--- src/rtl/ozphy_pkg.sv ---
`default_nettype none
// ============================================================================
// Module      : ozphy_pkg
// Description : Shared types and constants for the PCIe PHY model lane
//               monitors: LTSSM state encoding, ordered-set classification,
//               8b/10b special symbols and the window classifier.
// Revision    : 1.0 - initial release
// ============================================================================
package ozphy_pkg;

    // Window geometry: 16 symbols of {k, data}
    localparam int WIN_DEPTH = 16;
    localparam int SYM_W     = 9;

    typedef enum logic [3:0] {
        DETECT_QUIET            = 4'd0,
        DETECT_ACTIVE           = 4'd1,
        POLLING_ACTIVE          = 4'd2,
        POLLING_CONFIG          = 4'd3,
        CONFIG_LINKWIDTH_START  = 4'd4,
        CONFIG_LINKWIDTH_ACCEPT = 4'd5,
        CONFIG_LANENUM_WAIT     = 4'd6,
        CONFIG_LANENUM_ACCEPT   = 4'd7,
        CONFIG_COMPLETE         = 4'd8,
        CONFIG_IDLE             = 4'd9,
        L0                      = 4'd10
    } ltssm_state_t;

    typedef enum logic [1:0] {
        OS_NONE = 2'd0,
        OS_SKP  = 2'd1,
        OS_TS1  = 2'd2,
        OS_TS2  = 2'd3
    } os_type_t;

    // Special symbols
    localparam logic [7:0] COM       = 8'hBC;
    localparam logic [7:0] SKP       = 8'h1C;
    localparam logic [7:0] PAD       = 8'hF7;
    localparam logic [7:0] TS1ID     = 8'h4A;
    localparam logic [7:0] TS2ID     = 8'h45;
    localparam logic [7:0] IDLE_DATA = 8'h00;

    typedef logic [SYM_W-1:0]                 sym_t;
    typedef logic [WIN_DEPTH-1:0][SYM_W-1:0]  window_t;

    // Training-set payload bytes following the COM symbol
    typedef struct packed {
        logic [7:0] linkn;
        logic [7:0] lanen;
        logic [7:0] nfts;
        logic [7:0] dri;
        logic [7:0] tc;
    } ts_fields_t;

    function automatic sym_t k_sym(input logic [7:0] d);
        return {1'b1, d};
    endfunction

    function automatic sym_t d_sym(input logic [7:0] d);
        return {1'b0, d};
    endfunction

    // Classify a window; index 0 is the oldest symbol.
    // Priority: SKP, TS1, TS2, NONE.
    function automatic os_type_t classify(input window_t w);
        logic     is_com;
        logic     is_skp;
        logic     ts1_ids;
        logic     ts2_ids;
        os_type_t result;
        is_com  = (w[0] == k_sym(COM));
        is_skp  = (w[1] == k_sym(SKP)) && (w[2] == k_sym(SKP));
        ts1_ids = 1'b1;
        ts2_ids = 1'b1;
        for (int i = 6; i < WIN_DEPTH; i++) begin
            ts1_ids = ts1_ids && (w[i] == d_sym(TS1ID));
            ts2_ids = ts2_ids && (w[i] == d_sym(TS2ID));
        end
        if (is_com && is_skp) begin
            result = OS_SKP;
        end else if (is_com && ts1_ids) begin
            result = OS_TS1;
        end else if (is_com && ts2_ids) begin
            result = OS_TS2;
        end else begin
            result = OS_NONE;
        end
        return result;
    endfunction

endpackage
`default_nettype wire

--- src/rtl/modport_rcvr_side_os_window.sv ---
`default_nettype none
// ============================================================================
// Module      : os_window
// Description : 16-symbol sliding window over the MAC symbol stream plus the
//               ordered-set classifier. Classifies both the registered window
//               (current view) and the window that the next shift would
//               produce (used to fire detection events on the capturing edge).
// Ports       : clk, reset_n      - clock, async active-low reset
//               i_shift_en        - shift i_sym into the window this edge
//               i_flush           - clear the window (wins over shift)
//               i_sym             - incoming {k, data} symbol
//               o_os_type         - class of the registered window
//               o_next_os_type    - class of the window after a shift
//               o_q1, o_q2        - registered link/lane entries ({k, data})
//               o_next_fields     - TS payload bytes of the shifted window
// Revision    : 1.0 - initial release
// ============================================================================
module os_window
    import ozphy_pkg::*;
#(
    parameter int DEPTH = 16
)
(
    input  logic             clk,
    input  logic             reset_n,
    input  logic             i_shift_en,
    input  logic             i_flush,
    input  logic [8:0]       i_sym,
    output os_type_t         o_os_type,
    output os_type_t         o_next_os_type,
    output logic [8:0]       o_q1,
    output logic [8:0]       o_q2,
    output ts_fields_t       o_next_fields
);

    logic [DEPTH-1:0][SYM_W-1:0] r_q;
    logic [DEPTH-1:0][SYM_W-1:0] w_next;

    // Oldest entry sits at index 0; new symbols enter at the top.
    always_comb begin
        w_next = r_q;
        for (int i = 0; i < DEPTH - 1; i++) begin
            w_next[i] = r_q[i+1];
        end
        w_next[DEPTH-1] = i_sym;
    end

    always_ff @(posedge clk or negedge reset_n) begin
        if (!reset_n) begin
            r_q <= '0;
        end else if (i_flush) begin
            r_q <= '0;
        end else if (i_shift_en) begin
            r_q <= w_next;
        end
    end

    assign o_os_type      = classify(r_q);
    assign o_next_os_type = classify(w_next);
    assign o_q1           = r_q[1];
    assign o_q2           = r_q[2];

    always_comb begin
        o_next_fields       = '0;
        o_next_fields.linkn = w_next[1][7:0];
        o_next_fields.lanen = w_next[2][7:0];
        o_next_fields.nfts  = w_next[3][7:0];
        o_next_fields.dri   = w_next[4][7:0];
        o_next_fields.tc    = w_next[5][7:0];
    end

endmodule
`default_nettype wire

--- src/rtl/modport_rcvr_side.sv ---
`default_nettype none
// ============================================================================
// Module      : modport_rcvr_side
// Description : Receive-side monitor of the MAC-to-PHY lane. Classifies a
//               16-symbol window as SKP/TS1/TS2/none, captures TS payload
//               fields, counts consecutive TS1/TS2 sets, raises the LTSSM
//               configuration handshake flags and counts idle data symbols.
// Ports       : clk, reset_n            - clock, async active-low reset
//               txdata, txdatak, en_n   - symbol stream from MAC (en_n low =
//                                         valid)
//               curr_ltssm_state        - current LTSSM state
//               os_type                 - class of the current window
//               ts1_ctr, ts2_ctr        - consecutive TS1 / TS2 counts
//               ts1_* / ts2_*           - fields of the last TS1 / TS2
//               link_proposed, lane_proposed, config_complete - handshake
//               idle_ctr                - consecutive idle data symbols
// Revision    : 1.0 - initial release
// ============================================================================
module modport_rcvr_side
    import ozphy_pkg::*;
#(
    parameter int MAX_TS_LEN = 16,
    parameter int CTR_W      = 16
)
(
    input  logic               clk,
    input  logic               reset_n,
    input  logic [7:0]         txdata,
    input  logic               txdatak,
    input  logic               en_n,
    input  ltssm_state_t       curr_ltssm_state,
    output os_type_t           os_type,
    output logic [CTR_W-1:0]   ts1_ctr,
    output logic [CTR_W-1:0]   ts2_ctr,
    output logic [7:0]         ts1_linkn,
    output logic [7:0]         ts1_lanen,
    output logic [7:0]         ts1_nfts,
    output logic [7:0]         ts1_dri,
    output logic [7:0]         ts1_tc,
    output logic [7:0]         ts2_linkn,
    output logic [7:0]         ts2_lanen,
    output logic [7:0]         ts2_nfts,
    output logic [7:0]         ts2_dri,
    output logic [7:0]         ts2_tc,
    output logic               link_proposed,
    output logic               lane_proposed,
    output logic               config_complete,
    output logic [CTR_W-1:0]   idle_ctr
);

    localparam logic [CTR_W-1:0] c_ctr_one = {{(CTR_W-1){1'b0}}, 1'b1};

    ltssm_state_t       r_state;
    logic [CTR_W-1:0]   r_ts1_ctr;
    logic [CTR_W-1:0]   r_ts2_ctr;
    logic [CTR_W-1:0]   r_idle_ctr;
    ts_fields_t         r_ts1_f;
    ts_fields_t         r_ts2_f;

    logic               w_state_chg;
    logic               w_shift_en;
    logic               w_ts1_evt;
    logic               w_ts2_evt;
    logic               w_idle_state;
    os_type_t           w_os_type;
    os_type_t           w_next_os_type;
    logic [8:0]         w_q1;
    logic [8:0]         w_q2;
    ts_fields_t         w_next_fields;

    // A state change flushes the window and drops the incoming symbol, so a
    // detection coinciding with it never counts.
    assign w_state_chg  = (curr_ltssm_state != r_state);
    assign w_shift_en   = !en_n && !w_state_chg;
    assign w_ts1_evt    = w_shift_en && (w_next_os_type == OS_TS1);
    assign w_ts2_evt    = w_shift_en && (w_next_os_type == OS_TS2);
    assign w_idle_state = (curr_ltssm_state == CONFIG_IDLE) ||
                          (curr_ltssm_state == L0);

    os_window #(
        .DEPTH          (MAX_TS_LEN)
    ) u_os_window (
        .clk            (clk),
        .reset_n        (reset_n),
        .i_shift_en     (w_shift_en),
        .i_flush        (w_state_chg),
        .i_sym          ({txdatak, txdata}),
        .o_os_type      (w_os_type),
        .o_next_os_type (w_next_os_type),
        .o_q1           (w_q1),
        .o_q2           (w_q2),
        .o_next_fields  (w_next_fields)
    );

    always_ff @(posedge clk or negedge reset_n) begin
        if (!reset_n) begin
            r_state <= DETECT_QUIET;
        end else begin
            r_state <= curr_ltssm_state;
        end
    end

    // Consecutive TS counters: a set of one kind breaks the run of the other.
    always_ff @(posedge clk or negedge reset_n) begin
        if (!reset_n) begin
            r_ts1_ctr <= '0;
            r_ts2_ctr <= '0;
        end else if (w_state_chg) begin
            r_ts1_ctr <= '0;
            r_ts2_ctr <= '0;
        end else if (w_ts1_evt) begin
            if (r_ts1_ctr != '1) begin
                r_ts1_ctr <= r_ts1_ctr + c_ctr_one;
            end
            r_ts2_ctr <= '0;
        end else if (w_ts2_evt) begin
            if (r_ts2_ctr != '1) begin
                r_ts2_ctr <= r_ts2_ctr + c_ctr_one;
            end
            r_ts1_ctr <= '0;
        end
    end

    // Field registers survive state changes; only reset clears them.
    always_ff @(posedge clk or negedge reset_n) begin
        if (!reset_n) begin
            r_ts1_f <= '0;
            r_ts2_f <= '0;
        end else begin
            if (w_ts1_evt) begin
                r_ts1_f <= w_next_fields;
            end
            if (w_ts2_evt) begin
                r_ts2_f <= w_next_fields;
            end
        end
    end

    always_ff @(posedge clk or negedge reset_n) begin
        if (!reset_n) begin
            r_idle_ctr <= '0;
        end else if (w_state_chg || !w_idle_state) begin
            r_idle_ctr <= '0;
        end else if (!en_n) begin
            if (!txdatak && (txdata == IDLE_DATA)) begin
                if (r_idle_ctr != '1) begin
                    r_idle_ctr <= r_idle_ctr + c_ctr_one;
                end
            end else begin
                r_idle_ctr <= '0;
            end
        end
    end

    assign os_type   = w_os_type;
    assign ts1_ctr   = r_ts1_ctr;
    assign ts2_ctr   = r_ts2_ctr;
    assign idle_ctr  = r_idle_ctr;

    assign ts1_linkn = r_ts1_f.linkn;
    assign ts1_lanen = r_ts1_f.lanen;
    assign ts1_nfts  = r_ts1_f.nfts;
    assign ts1_dri   = r_ts1_f.dri;
    assign ts1_tc    = r_ts1_f.tc;
    assign ts2_linkn = r_ts2_f.linkn;
    assign ts2_lanen = r_ts2_f.lanen;
    assign ts2_nfts  = r_ts2_f.nfts;
    assign ts2_dri   = r_ts2_f.dri;
    assign ts2_tc    = r_ts2_f.tc;

    // PAD only matches as a K symbol; a data byte of F7 is a real number.
    assign link_proposed   = (w_os_type == OS_TS1) && (w_q1 != k_sym(PAD)) &&
                             (curr_ltssm_state == CONFIG_LINKWIDTH_START);
    assign lane_proposed   = (w_os_type == OS_TS1) && (w_q2 != k_sym(PAD)) &&
                             (curr_ltssm_state == CONFIG_LINKWIDTH_ACCEPT);
    assign config_complete = (w_os_type == OS_TS2) && (w_q1 != k_sym(PAD)) &&
                             (w_q2 != k_sym(PAD)) &&
                             (curr_ltssm_state == CONFIG_LANENUM_ACCEPT);

endmodule
`default_nettype wire

--- config.mk ---
export PLATFORM = sky130hd
export DESIGN_NAME = modport_rcvr_side
export DESIGN_NICKNAME = d
export VERILOG_FILES = /design/src/rtl/ozphy_pkg.sv /design/src/rtl/modport_rcvr_side_os_window.sv /design/src/rtl/modport_rcvr_side.sv
export SDC_FILE = /design/constraint.sdc
export NUM_CORES = 1
export LEC_CHECK = 0
export CORE_MARGIN = 2
export CORE_UTILIZATION = 54
export CTS_CLUSTER_SIZE = 28
export DETAILED_ROUTE_END_ITERATION = 12
export GPL_ROUTABILITY_DRIVEN = 1
export GPL_TIMING_DRIVEN = 1
export HOLD_SLACK_MARGIN = 0.12
export PLACE_DENSITY = 0.81
export SLEW_MARGIN = 20
export SYNTH_ARGS = -nofsm -noshare
export SYNTH_HDL_FRONTEND = slang
export SYNTH_HIERARCHICAL = 1
export SYNTH_SLANG_ARGS = --single-unit
--- constraint.sdc ---
create_clock -name clk -period 7.1 [get_ports clk]
set_input_delay 1.775 -clock clk [delete_from_list [all_inputs] [get_ports clk]]
set_output_delay 1.775 -clock clk [all_outputs]
set_load 0.1 [all_outputs]
==> Flow_metrics.wiki <==
{| class="wikitable"
! Metric !! Value
|-
| Run status || complete, no violations
|-
| Clock tree from TritonCTS || built
|-
| Cts bufs inserted || 29
|-
| Async set-reset flop share out of synthesis || 1.00
|-
| Critical path data arrival time || 3.96 ns
|-
| GR Layer Usage met3 || 0.0350
|-
| Clk slew on worst S/H paths || 0.06 ns
|-
| Parity-gate share of the synthesized area counting xor and xnor cells || 0.00480
|-
| Largest net degree at the start of global routing || 145
|-
| # rows || 56
|-
| Top post-synthesis cells by area || sky130_fd_sc_hd__dfrtp_1 (54%), sky130_fd_sc_hd__mux2i_1 (11%), sky130_fd_sc_hd__mux2_2 (7.1%)
|-
| Root buffer cell || sky130_fd_sc_hd__clkbuf_16
|-
| Number of flops mapped to enable cells by yosys || 0
|-
| Post-Synthesis Mean Instance Area || 11.3 um2
|-
| Clock skew after layout || 0.0159 ns
|-
| Area fraction in compound gates after synthesis || 0.0526
|-
| Multiplexer share of the synthesized area || 0.185
|-
| Sum of buffers and inverters on the critical path || 1
|-
| Most used DFF post-synth || sky130_fd_sc_hd__dfrtp_1
|-
| Router iterations before antenna repair || 5
|-
| # Max-Cap Violations || 0
|-
| Half-perimeter wire length after detailed placement || 19.2 mm
|-
| Relative contribution of the clock network to total power || 0.474
|-
| Worst relative slew slack || 0.264
|-
| Measured slew at the worst slew-check pin || 1.10 ns
|-
| Violation count after the first detailed-routing iteration || 898
|-
| # port buffers || 148
|-
| Global routing met2 resource utilization || 0.360
|-
| Wire length of the first global-routing pass || 47.0 mm
|-
| Portion of total power attributed to combinational logic || 0.030
|-
| Kind of end point of the critical path || output port
|-
| Chip width || 158 um
|-
| Synth-to-layout area growth || 18.0%
|-
| Number of DRC violations after detailed routing || 0
|-
| Switching Fraction || 0.220
|-
| Worst reg2reg setup slack || 3.15 ns
|-
| Post-cts sizing count || 0
|-
| Avg Vias per Cell || 5.88
|-
| Gpl congestion || 0.922
|-
| Maximum ir drop on the vdd rail || 0.184 mV
|-
| Longest Clk Path Bufs || 3
|-
| Global route overflow || 0
|-
| Number of cells traversed by the worst register-to-register path || 11
|-
| Synthesis Warnings || 6
|-
| Largest area contributor in the synthesized netlist || sky130_fd_sc_hd__dfrtp_1
|-
| Number of instances in the synthesized netlist || 1,126
|-
| Hold-fix buffers, CTS || 0
|-
| Reg-to-reg startpoint || u_os_window/r_q[104]$_DFFE_PN0P_
|-
| Flop and latch count out of synthesis || 276
|-
| Critical Path, Cell by Cell || nor4b_1, nand4_1, nor4_1, nand4_1, a21oi_1, clkdlybuf4s50_1
|-
| Placeable core area || 23,300 um2
|-
| Via count of the routed design || 9,086
|-
| Sequential share of power || 0.496
|-
| Critical Path Fanout Max || 3
|-
| Wirelength per Cell || 18.7 um
|-
| Hold Fails Final Rpt || 0
|-
| Post-DRT Antenna Nets || 0
|-
| Largest family of logic cells by synthesized area || multiplexers
|-
| Y dimension of the die || 158 um
|-
| I/O pin count || 149
|-
| Die area || 24,900 um2
|-
| Slowest cell on the critical path || sky130_fd_sc_hd__clkdlybuf4s50_1
|-
| Critical Path Source Type || register
|-
| Highest Clock Rate || 175 MHz
|-
| Hold crit path type || register to register
|-
| Area of combinational cells with multiple inputs || 5150 um2
|-
| Type of the worst setup path || register to output port
|-
| Internal portion of total power || 0.00248 W
|-
| Reg-to-Reg End || ts1_ctr[11]$_DFFE_PN0P_
|-
| Sum of negative setup slack || 0 ns
|-
| Post-Route WL || 28.9 mm
|-
| Most common cell on crit path || sky130_fd_sc_hd__nand4_1
|-
| Insertion delay to the later sink of the worst-skew pair || 0.56 ns
|-
| Aggregate global-route resource usage || 0.235
|-
| Share of layout cells above drive strength 1 || 0.128
|-
| Total nets after synthesis || 1,145
|-
| End point of the critical path || os_type[1]
|-
| Highest-utilization routing layer at the global route stage || met2
|-
| Fin crit period || 5.73 ns
|-
| Top Family by Delay on Critical Path || simple AND/OR/NAND/NOR gates
|-
| Nets || 1,221
|-
| Vias in the first global route || 8,740
|-
| Top-area cell type share of the netlist area || 0.541
|-
| Stages on worst setup path || 6
|-
| H-Tree Level Count || 1
|-
| Data required time of the critical path || 5.33 ns
|-
| Synth Area in Simple Gates || 0.157
|-
| Unique cell type count in the Yosys netlist || 58
|-
| TritonCTS sink count || 276
|-
| Post-CTS Setup Bufs || 0
|-
| Unrepaired setup endpoints after global routing || no
|-
| Hold path depth || 1
|-
| Final Slew Violations || 0
|-
| Pwr per Cell Area || 211 nW/um2
|-
| Antenna violations before repair || 2
|-
| Post-synth design cell area || 12,800 um2
|-
| Filler cells || 1,781
|-
| Setup violation total in the final timing report || 0
|-
| Portion of the post-synthesis area used by sequential elements || 0.541
|-
| Critical path's largest stage delay || 1.21 ns
|-
| Flip-flop and latch area || 6910 um2
|-
| Reported net switching power || 0.000698 W
|-
| Leakage power || 5.96 nW
|-
| Arithmetic-cell share of the synthesized area counting full adders, half adders and majority gates || 0.00294
|-
| Starting utilization of the core area || 0.547
|-
| Met1 capacity usage during global routing || 0.345
|-
| Fin util || 0.645
|-
| Final worst-path cycle share || 0.807
|-
| First element of the critical path || u_os_window/r_q[104]$_DFFE_PN0P_
|}
sequential cells by signal, indices dropped and copies added, names as in the netlist:
name / cells
u_os_window/r_q: 94
u_os_window/o_next_fields: 32
idle_ctr: 16
ts1_ctr: 16
ts2_ctr: 16
u_os_window/o_q1: 9
u_os_window/o_q2: 9
ts1_dri: 8
ts1_lanen: 8
ts1_linkn: 8
ts1_nfts: 8
ts1_tc: 8
ts2_dri: 8
ts2_lanen: 8
ts2_linkn: 8
ts2_nfts: 8
ts2_tc: 8
r_state: 4
stage by stage:
stage	setup WS [ns]	hold WS [ns]	cell area, um2	power [W]	cells
after global placement	1.57	0.487	14100	0.00170	1490
after CTS	1.34	0.507	15100	0.00321	1544
after global routing	1.22	0.516	15100	0.00328	1544
after floorplan	0.0629	0.478	12800	0.00165	1126
final	1.37	0.503	15100	0.00318	1545
after detailed placement	1.49	0.493	14100	0.00170	1490
power groups by stage:
stage               combinational, W  clock, W  sequential [W]
floorplan                  0.0000421         0         0.00160
global placement           0.0000955         0         0.00160
detailed placement         0.0000965         0         0.00160
CTS                        0.0000970   0.00153         0.00157
global route                0.000106   0.00160         0.00157
finish                     0.0000950   0.00151         0.00157
cells in the final DEF, fill, tap and decap left out, drive strengths merged, types with 4 or more instances in the layout:
cell / count
nand3: 24
nor4b: 14
nor2: 179
nor4: 8
clkinvlp: 5
clkbuf: 42
nor3: 11
or4: 14
mux2: 80
buf: 15
and3: 7
xnor2: 6
mux2i: 146
or3: 13
inv: 14
nand2b: 4
nand4b: 8
a31oi: 10
a21oi: 34
nand4: 28
dfrtp: 276
clkinv: 4
nand2: 39
nor4bb: 13
o211ai: 6
a211o: 4
and4: 7
o311ai: 4
clkdlybuf4s50: 144
o31ai: 7
o21ai: 21
synthesized netlist by cell type, drive strengths merged, types with 3 or more instances:
master   number
nor2        179
dfrtp       276
nand3b        3
nand2        39
o311ai        4
a31oi        10
o31ai         7
nand3        24
o2111ai       3
nor4bb       13
clkbuf       33
nor4b        14
xnor2         6
and4          7
nor4          8
and4b         3
inv          12
nand4        28
nand2b        4
mux2i       146
a21oi        34
and3          7
o21ai        21
nor3         11
mux2         80
buf          81
nand4b        8
ha            3
a211oi        3
a211o         4
o211ai        6
or4          14
or3          13
cell type report:
type / instances / share of cell area
Clock inverter: 12 / 0.00798
Clock buffer: 42 / 0.0567
Inverter: 12 / 0.00316
Timing Repair Buffer: 159 / 0.105
Multi-Input combinational cell: 724 / 0.342
Sequential cell: 276 / 0.459
Tap cell: 319 / 0.0265
Antenna cell: 1 / 0.000166
worst min-delay path by stage:
stage / startpoint / end / slack, ns
detailed placement: ts1_linkn[6]$_DFFE_PN0P_ / ts1_linkn[6]$_DFFE_PN0P_ / 0.49
finish: ts1_dri[0]$_DFFE_PN0P_ / ts1_dri[0]$_DFFE_PN0P_ / 0.50
global placement: ts1_dri[0]$_DFFE_PN0P_ / ts1_dri[0]$_DFFE_PN0P_ / 0.49
floorplan: u_os_window/r_q[2]$_DFFE_PN0P_ / u_os_window/r_q[2]$_DFFE_PN0P_ / 0.48
CTS: ts1_linkn[6]$_DFFE_PN0P_ / ts1_linkn[6]$_DFFE_PN0P_ / 0.51
global route: ts1_linkn[6]$_DFFE_PN0P_ / ts1_linkn[6]$_DFFE_PN0P_ / 0.52
routing by layer:
metal | part of all wire | vias to the layer above
met4 | 0.033 | 0
li1 | - | 4157
met3 | 0.052 | 64
met2 | 0.47 | 276
met1 | 0.45 | 4589
met5 | 0 | -
cells by family after synthesis:
group | count (synthesis)
buffers and inverters | 126
AO/OA/AOI/OAI | 104
AND/OR/NAND/NOR | 384
XOR/XNOR | 7
flip-flops | 276
multiplexers | 226
adder cells (fa/ha/maj) | 3
Note: power is estimated with default switching activity, not from simulation.
